### config.mk
export PLATFORM = sky130hd
export DESIGN_NAME = port_sched
export DESIGN_NICKNAME = d
export VERILOG_FILES = /design/src/rtl/router_pkg.sv /design/src/rtl/rr_arb3.sv /design/src/rtl/port_sched.sv
export SDC_FILE = /design/constraint.sdc
export NUM_CORES = 1
export LEC_CHECK = 0
export CAP_MARGIN = 10
export CORE_MARGIN = 1.5
export CORE_UTILIZATION = 25
export CTS_BUF_LIST = sky130_fd_sc_hd__clkbuf_2 sky130_fd_sc_hd__clkbuf_4 sky130_fd_sc_hd__clkbuf_8
export CTS_CLUSTER_DIAMETER = 100
export DETAILED_ROUTE_END_ITERATION = 7
export GPL_TIMING_DRIVEN = 0
export SLEW_MARGIN = 30
export SYNTH_ARGS = -nofsm -noshare
export SYNTH_HDL_FRONTEND = slang
export SYNTH_HIERARCHICAL = 1
export SYNTH_SLANG_ARGS = --single-unit
### constraint.sdc
create_clock -name clk -period 4.5 [get_ports clk]
set_input_delay 0.675 -clock clk [delete_from_list [all_inputs] [get_ports clk]]
set_output_delay 0.675 -clock clk [all_outputs]
set_load 0.02 [all_outputs]
### src/rtl/router_pkg.sv
// ----------------------------------------------------------------------------
// router_pkg
// Shared definitions for the 3-port packet scheduler.
//   dir_t          : 2-bit destination direction code carried with each packet
//   IDX_*          : bit position of each input/output in every 3-bit vector
//   dir_to_port_oh : destination code -> one-hot output port (0 for NONE)
//   inc3           : modulo-3 increment used for round-robin pointers
// ----------------------------------------------------------------------------
package router_pkg;

    typedef enum logic [1:0] {
        DIR_NONE  = 2'b00,
        DIR_X     = 2'b01,
        DIR_Y     = 2'b10,
        DIR_LOCAL = 2'b11
    } dir_t;

    localparam int IDX_X     = 2;
    localparam int IDX_Y     = 1;
    localparam int IDX_LOCAL = 0;
    localparam int NPORT     = 3;

    // One-hot output port selected by a destination code, in IDX_* bit order.
    function automatic logic [2:0] dir_to_port_oh(input logic [1:0] dir);
        logic [2:0] w_oh;
        case (dir)
            DIR_X:     w_oh = 3'b100;
            DIR_Y:     w_oh = 3'b010;
            DIR_LOCAL: w_oh = 3'b001;
            default:   w_oh = 3'b000;
        endcase
        return w_oh;
    endfunction

    // (v + 1) mod 3 for legal pointer values 0..2.
    function automatic logic [1:0] inc3(input logic [1:0] v);
        return (v >= 2'd2) ? 2'd0 : v + 2'd1;
    endfunction

endpackage

### src/rtl/rr_arb3.sv
// ----------------------------------------------------------------------------
// rr_arb3
// Combinational 3-way arbiter for one output port.
//   i_req     : requesting inputs (already masked by slot-free / enable)
//   i_aged    : inputs whose wait counter has saturated
//   i_rr      : round-robin start pointer (0..2)
//   o_gnt     : one-hot grant, zero when nothing requests
//   o_rr_next : pointer to use after this cycle (winner+1 mod 3, else hold)
// Aged requesters beat everything else, highest index first; otherwise the
// search starts at i_rr and walks upward modulo 3.
// ----------------------------------------------------------------------------
module rr_arb3
    import router_pkg::*;
(
    input  logic [2:0] i_req,
    input  logic [2:0] i_aged,
    input  logic [1:0] i_rr,
    output logic [2:0] o_gnt,
    output logic [1:0] o_rr_next
);

    logic [2:0] w_aged_req;
    logic [3:0] w_req4;     // padded so a stray pointer of 3 selects a zero
    logic [1:0] w_idx;
    logic [1:0] w_win;
    logic       w_found;

    always_comb begin
        w_aged_req = i_req & i_aged;
        w_req4     = {1'b0, i_req};
        w_idx      = i_rr;
        w_win      = 2'd0;
        w_found    = 1'b0;
        if (|w_aged_req) begin
            w_found = 1'b1;
            if (w_aged_req[2])      w_win = 2'd2;
            else if (w_aged_req[1]) w_win = 2'd1;
            else                    w_win = 2'd0;
        end else begin
            for (int k = 0; k < 3; k++) begin
                if (!w_found && w_req4[w_idx]) begin
                    w_found = 1'b1;
                    w_win   = w_idx;
                end
                w_idx = inc3(w_idx);
            end
        end
        o_gnt     = w_found ? (3'b001 << w_win) : 3'b000;
        o_rr_next = w_found ? inc3(w_win) : i_rr;
    end

endmodule

### src/rtl/port_sched.sv
// ----------------------------------------------------------------------------
// port_sched
// Three-input / three-output packet scheduler (X, Y, LOCAL). Each input owns a
// one-entry hold register; each output owns a one-entry output register fed
// by a per-port rr_arb3.
//
// Ports (every 3-bit vector: bit 2 = X, bit 1 = Y, bit 0 = LOCAL)
//   clk, rst_n            : clock, asynchronous active-low reset
//   enable                : run (1) / freeze (0)
//   in_valid, in_ready    : per-input handshake
//   in_dst_*, in_data_*   : per-input destination code and payload
//   out_valid, out_ready  : per-output handshake
//   out_data_*, out_src_* : per-output payload and source input index
//   fail                  : registered "held but not granted" per input
//
// Handshake: a transfer happens at a rising edge where valid and ready are
// both high. in_ready depends only on state, enable and this cycle's grants,
// never on in_valid. An output holds valid/data/src stable until out_ready is
// seen at an edge; a grant at that same edge replaces the content directly.
// ----------------------------------------------------------------------------
module port_sched
    import router_pkg::*;
#(
    parameter int DW      = 8,
    parameter int AGE_MAX = 3
) (
    input  logic          clk,
    input  logic          rst_n,
    input  logic          enable,
    input  logic [2:0]    in_valid,
    input  logic [1:0]    in_dst_x,
    input  logic [1:0]    in_dst_y,
    input  logic [1:0]    in_dst_local,
    input  logic [DW-1:0] in_data_x,
    input  logic [DW-1:0] in_data_y,
    input  logic [DW-1:0] in_data_local,
    output logic [2:0]    in_ready,
    output logic [2:0]    out_valid,
    output logic [DW-1:0] out_data_x,
    output logic [DW-1:0] out_data_y,
    output logic [DW-1:0] out_data_local,
    output logic [1:0]    out_src_x,
    output logic [1:0]    out_src_y,
    output logic [1:0]    out_src_local,
    input  logic [2:0]    out_ready,
    output logic [2:0]    fail
);

    localparam logic [2:0] AGE_SAT = 3'(AGE_MAX);

    // Inputs gathered into arrays indexed by IDX_*.
    logic [1:0]    w_in_dst  [NPORT];
    logic [DW-1:0] w_in_data [NPORT];

    assign w_in_dst[IDX_X]      = in_dst_x;
    assign w_in_dst[IDX_Y]      = in_dst_y;
    assign w_in_dst[IDX_LOCAL]  = in_dst_local;
    assign w_in_data[IDX_X]     = in_data_x;
    assign w_in_data[IDX_Y]     = in_data_y;
    assign w_in_data[IDX_LOCAL] = in_data_local;

    // State
    logic [2:0]    r_hold_v;
    logic [1:0]    r_dst      [NPORT];
    logic [DW-1:0] r_data     [NPORT];
    logic [2:0]    r_age      [NPORT];
    logic [1:0]    r_rr       [NPORT];
    logic [2:0]    r_out_valid;
    logic [DW-1:0] r_out_data [NPORT];
    logic [1:0]    r_out_src  [NPORT];
    logic [2:0]    r_fail;

    // Arbitration wiring
    logic [2:0] w_map      [NPORT];   // per input: one-hot target port
    logic [2:0] w_req_port [NPORT];   // per port: which inputs target it
    logic [2:0] w_arb_req  [NPORT];
    logic [2:0] w_gnt_port [NPORT];
    logic [1:0] w_rr_next  [NPORT];
    logic [1:0] w_win_idx  [NPORT];
    logic [2:0] w_slot_free;
    logic [2:0] w_aged;
    logic [2:0] w_grant_in;
    logic [2:0] w_accept;

    for (genvar i = 0; i < NPORT; i++) begin : g_in
        assign w_map[i]      = dir_to_port_oh(r_dst[i]);
        assign w_aged[i]     = (r_age[i] == AGE_SAT);
        // An input targets exactly one port, so at most one term is set.
        assign w_grant_in[i] = w_gnt_port[0][i] | w_gnt_port[1][i] | w_gnt_port[2][i];
    end

    always_comb begin
        for (int p = 0; p < NPORT; p++) begin
            w_req_port[p] = 3'b000;
            for (int i = 0; i < NPORT; i++) begin
                w_req_port[p][i] = r_hold_v[i] & w_map[i][p];
            end
        end
    end

    for (genvar p = 0; p < NPORT; p++) begin : g_port
        assign w_slot_free[p] = ~r_out_valid[p] | out_ready[p];
        assign w_arb_req[p]   = w_req_port[p] & {3{enable & w_slot_free[p]}};

        rr_arb3 u_arb (
            .i_req     (w_arb_req[p]),
            .i_aged    (w_aged),
            .i_rr      (r_rr[p]),
            .o_gnt     (w_gnt_port[p]),
            .o_rr_next (w_rr_next[p])
        );

        assign w_win_idx[p] = w_gnt_port[p][2] ? 2'd2 :
                              (w_gnt_port[p][1] ? 2'd1 : 2'd0);
    end

    // A granted input frees its hold at this edge, so it may accept again.
    assign in_ready = {3{enable}} & (~r_hold_v | w_grant_in);
    assign w_accept = in_valid & in_ready;

    always_ff @(posedge clk or negedge rst_n) begin
        if (!rst_n) begin
            r_hold_v    <= 3'b000;
            r_out_valid <= 3'b000;
            r_fail      <= 3'b000;
            for (int i = 0; i < NPORT; i++) begin
                r_dst[i]      <= DIR_NONE;
                r_data[i]     <= '0;
                r_age[i]      <= 3'd0;
                r_rr[i]       <= 2'd0;
                r_out_data[i] <= '0;
                r_out_src[i]  <= 2'd0;
            end
        end else begin
            r_fail <= {3{enable}} & r_hold_v & ~w_grant_in;
            if (enable) begin
                for (int p = 0; p < NPORT; p++) begin
                    if (|w_gnt_port[p]) begin
                        r_out_valid[p] <= 1'b1;
                        r_out_data[p]  <= r_data[w_win_idx[p]];
                        r_out_src[p]   <= w_win_idx[p];
                    end else if (out_ready[p]) begin
                        r_out_valid[p] <= 1'b0;
                    end
                    r_rr[p] <= w_rr_next[p];
                end
                for (int i = 0; i < NPORT; i++) begin
                    // A packet with no destination is accepted and dropped.
                    if (w_accept[i]) begin
                        r_hold_v[i] <= (w_in_dst[i] != DIR_NONE);
                        r_dst[i]    <= w_in_dst[i];
                        r_data[i]   <= w_in_data[i];
                    end else if (w_grant_in[i]) begin
                        r_hold_v[i] <= 1'b0;
                    end
                    if (r_hold_v[i] && !w_grant_in[i]) begin
                        if (r_age[i] != AGE_SAT) r_age[i] <= r_age[i] + 3'd1;
                    end else begin
                        r_age[i] <= 3'd0;
                    end
                end
            end
        end
    end

    assign out_valid      = r_out_valid;
    assign out_data_x     = r_out_data[IDX_X];
    assign out_data_y     = r_out_data[IDX_Y];
    assign out_data_local = r_out_data[IDX_LOCAL];
    assign out_src_x      = r_out_src[IDX_X];
    assign out_src_y      = r_out_src[IDX_Y];
    assign out_src_local  = r_out_src[IDX_LOCAL];
    assign fail           = r_fail;

endmodule

After elaboration in Yosys (flattened, before gate mapping)
Cells that the tools add are included.

cells by class
  add/sub/neg operators = 12
  magnitude comparators = 21
  equal/unequal tests = 18
  shift-type cells = 3
  muxes and demuxes = 102
  bitwise gates (word level) = 40
  reduce and logical (&&, ||, !) cells = 51

operator list
  cell                   count
  $mux W2                27
  $bmux W8 S2            3
  $mux W8                6
  $mux W1                45
  $reduce_and A2 Y1      18
  $and A3 B3 Y3          10
  $lt A2 B3 Y1 const B   9
  $mux W3                9
  $pmux W3 S3            3
  $add A2 B1 Y2 const B  9
  $bmux W1 S2            9
  $ge A2 B2 Y1 const B   9
  $reduce_bool A2 Y1     9
  $reduce_or A3 Y1       6
  $and A1 B1 Y1          12
  $eq A2 B2 Y1 const B   6
  $add A3 B1 Y3 const B  3
  $eq A3 B2 Y1 const B   3
  $ge A3 B3 Y1 const B   3
  $logic_and A1 B1 Y1    9
  $logic_not A1 Y1       9
  $ne A3 B2 Y1 const B   3
  $not A2 Y3             3
  $or A1 B1 Y1           9
  other kinds (6)        15

storage, ports and cells
  register bits after elaboration = 84
  input bits = 39
  output and inout port bits = 39

Logic depth before layout (Yosys ltp)
  word-level depth = 25
  mapped depth = 14
  mapped depth without buffers = 10

Hierarchy
Netlist, hierarchy kept.

modules (own cells, without submodules)
  module      times used  cells an instance  area an instance (sq um)
  port_sched  1           335                4031.4
  rr_arb3     3           27                 181.4

Worst setup path before layout
Ideal clock, no wire load.

  path type = input-to-output
  from = in enable
  to = out in_ready[0]
  data arrival time = 3696 ps
  slack = 129 ps
  stages = 11
  cell sequence = clkbuf_1 clkbuf_1 clkbuf_1 nand3_1 nor3_1 nor2_1 a2111o_1 a311oi_2 nor3_1 or4b_4 and2_1

RTL lines
  element          line              RTL
  start, declared  port_sched.sv:29  input logic enable,
  end, declared    port_sched.sv:37  output logic [2:0] in_ready,

==> impl_metrics.yaml <==
clock_tree:
  path_clk_slew_ps: 90
  h-tree-depth: 3
  cts_tree: "done"
  cts_inserted_buffers: 9
  clock-sinks: 84
  cts_root_buf: "clkbuf_8"
  ctsHoldBuffers: 0
  worstSkewPairLatency_ps: 360
  clockBufferDepth: 2
sta:
  finalHoldViolations: 0
  period_needed_ps: 4360
  tightest_slew_ps: 769
  rsz0062_at_grt: "no"
  slew_viol_final: 0
  slew_headroom_pct: 48.5
  max_freq_mhz: 229
  period_share_pct: 96.9
  finClkSkew_ps: 11.2
  setup_viol_count_final: 0
grt:
  grt_use_met2_pct: 24.8
  grt_util_met1_pct: 19.2
  grt_pass1_vias: 4034
  grt_pass1_wl_um: 22300
  grtUsageTotal_pct: 14.8
  grt_antenna_before_repair: 0
  grt-ovfl-total: 0
  busiest_layer: "met2"
  grt_max_degree: 44
  use_met3_pct: 3.22
final_layout:
  num_antenna_cells: 0
  instances_no_fill: 759
  layout-drive-gt1-share_pct: 26.2
  area_delta_synth_final_pct: 36.7
  fillerInstances: 1760
  fin_util_pct: 34.8
  fin_nets: 570
  postLayoutCellArea_um2: 6250
status:
  status: "complete, no violations"
routing:
  wirelength_um: 14000
  drtIter0Drc: 269
  drtPass1Iterations: 4
  antenna_left: 0
  drc_errors: 0
  route.vias.total: 3745
  via_per_inst: 4.93
  routedWlPerCell_um: 18.4
synth:
  ys_seq_elements: 84
  async_flop_share_pct: 100
  synthesis.area_um2: 4580
  synth_cells: 416
  synth_edf_count: 0
  ys.warnings.count: 6
  synth_flop_cell: "dfrtp_1"
  syn-num-nets: 461
  synth_seq_area_share_pct: 45.9
  synth.distinct_cells: 42
  synth.avg_cell_area_um2: 11.0
worst_setup_path:
  worst-setup-path-type: "in -> out"
  start_kind: "input port"
  rrSetupSlack_ps: 980
  crit_arrival_ps: 3690
  path_max_fanout: 3
  worstPathRequired_ps: 3830
  crit_path_end_kind: "primary output"
placement:
  placed_area_um2: 5660
  port_buffers: 77
  dp_hpwl_um: 9960
  routabilityCongestion: 0.801
  dp.cells: 723
power_and_ir_drop:
  p_leak_nw: 2.53
  p_sw_share_pct: 38.4
  internal_power_mw: 2.20
  pwr-share-clk_pct: 17.3
  power_frac_seq_pct: 38.6
  peakVddDrop_mv: 0.300
  power_switching_mw: 1.37
  powerDensity_nw_per_um2: 571
  comb_power_share_pct: 44.2
floorplanning:
  rows: 49
  io_pins: 78
  core_um2: 18000
  dieArea_um2: 19100
  start_util_pct: 25.5
  die_w_um: 138
  fp.dieH_um: 138
job:
  max_cap_viol_count: 0
hold_path:
  holdCritPathClass: "in -> async"
per-layer routing:
layer  vias to the layer above  share of wire [%]
li1                       1741                  -
met1                      1878                 44
met2                       105                 49
met3                        21                4.6
met4                         0                1.7
met5                         -                  0
final cells by class:
cell class              instances  area [um2]  area share [%]
well taps                     229         287            4.58
multi-input cells             291        2480            39.6
repair buffers                 98         936            15.0
clock buffers                  11         139            2.22
clock inverters                 5        85.1            1.36
plain buffers                  19         146            2.34
inverters                      22        82.6            1.32
flip-flops and latches         84        2100            33.6
repair_timing:
action / in CTS / in global routing
endpoints found under the setup margin: 82 / 3
buffers inserted: 15 / 5
pin swaps: 11 / 6
cloned: 0 / 0
resized for setup: 52 / 6
power groups by stage:
stage / Combinational (mW) / Sequential [mW] / Clock (mW)
after floorplan: 0.803 / 1.43 / 0
after global routing: 1.72 / 1.42 / 0.661
after detailed placement: 1.49 / 1.37 / 0
after global placement: 1.44 / 1.36 / 0
final: 1.58 / 1.38 / 0.616
after CTS: 1.57 / 1.37 / 0.632
cell usage in the layout (no fill, tap or decap), types with 4 or more instances in the layout:
cell type         n
a21o_1            4
inv_1            22
a22o_1            5
nor2_1           11
clkbuf_1          6
and2_1            7
clkbuf_8         11
buf_2             5
mux2i_1          24
nand4b_1          6
clkdlybuf4s50_1  72
buf_4            22
dfrtp_1          84
a32o_1            4
nor2b_1           5
buf_6             4
nor2b_2           6
nand2_1          47
mux2_4           20
a211oi_1          5
o211ai_1         15
o21ai_0          26
mux2_2           32
ha_1              6
nor2_4            4
flip-flops by register name, indices dropped and copies added, names as in the netlist, 3 cells and up:
register and cells:
out_data_x 8, r_dst 6, r_rr 6, out_data_y 8, r_hold_v 3, r_age 9
out_data_local 8, fail 3, out_valid 3, r_data 24
cells in the mapped netlist, types with 4 or more instances:
cell type  number  area share [%]
nand2_1        47             3.9
o211ai_1       15             2.5
dfrtp_1        84              46
o31ai_1         6            0.98
mux2i_1        24             5.3
a22o_1          5            0.96
a211oi_1        6            0.98
inv_1          22             1.8
o21ai_0        28             3.1
mux2_4         20             6.6
mux2_2         32             7.9
nand3_1         4            0.44
a32o_1          4            0.88
nand4b_1        6             1.1
and2_1          7            0.96
a21o_1          4            0.66
clkbuf_1       10            0.82
nor3_1          6            0.66
ha_1            6             1.6
nor2b_1         8             1.1
nor2_1         15             1.2
cell families (layout without fill, tap and decap cells):
kind of cell,count (synthesis),after routing,share of synthesized area (%)
simple gates,115,115,13.8
compound gates,94,94,15.0
flops,84,84,45.9
mux,76,76,19.7
buf+inv,41,155,3.94
fa+ha+maj,6,6,1.64
worst max-delay path: stages:
cell and delay, ps:
clkdlybuf4s50_1 420, nor2b_1 440, nor3_4 90, buf_4 160, nor2b_2 150, a2111o_1 330
a311oi_4 420, nor3_4 90, or4b_4 560, and2_1 180, buf_2 160
metrics by stage:
| step | worst slack [ps] | total power, mW | setup TNS (ps) | hold WS, ps |
|---|---|---|---|---|
| after floorplan | 129 | 2.23 | 0 | 379 |
| final | 140 | 3.57 | 0 | 212 |
| after global placement | -2000 | 2.80 | -106730 | 470 |
| after detailed placement | -2220 | 2.87 | -95550 | 474 |
| after CTS | -16.0 | 3.57 | -16.0 | 215 |
| after global routing | 24.4 | 3.80 | 0 | 226 |
path summary, 6_finish.rpt:
kind | cells past startpoint | start | endpoint
worst max-delay path | 11 | out_ready[2] | in_ready[0]
worst min-delay path | 1 | rst_n | out_data_local[0]
worst max register to register | 12 | out_valid[2] | r_data[18]
worst min register to register | 2 | out_data_local[2] | out_data_local[2]
max in group asynchronous | 2 | rst_n | r_age[7]
min in group clk | 2 | out_data_local[2] | out_data_local[2]
(Power assumes the default switching activity.)
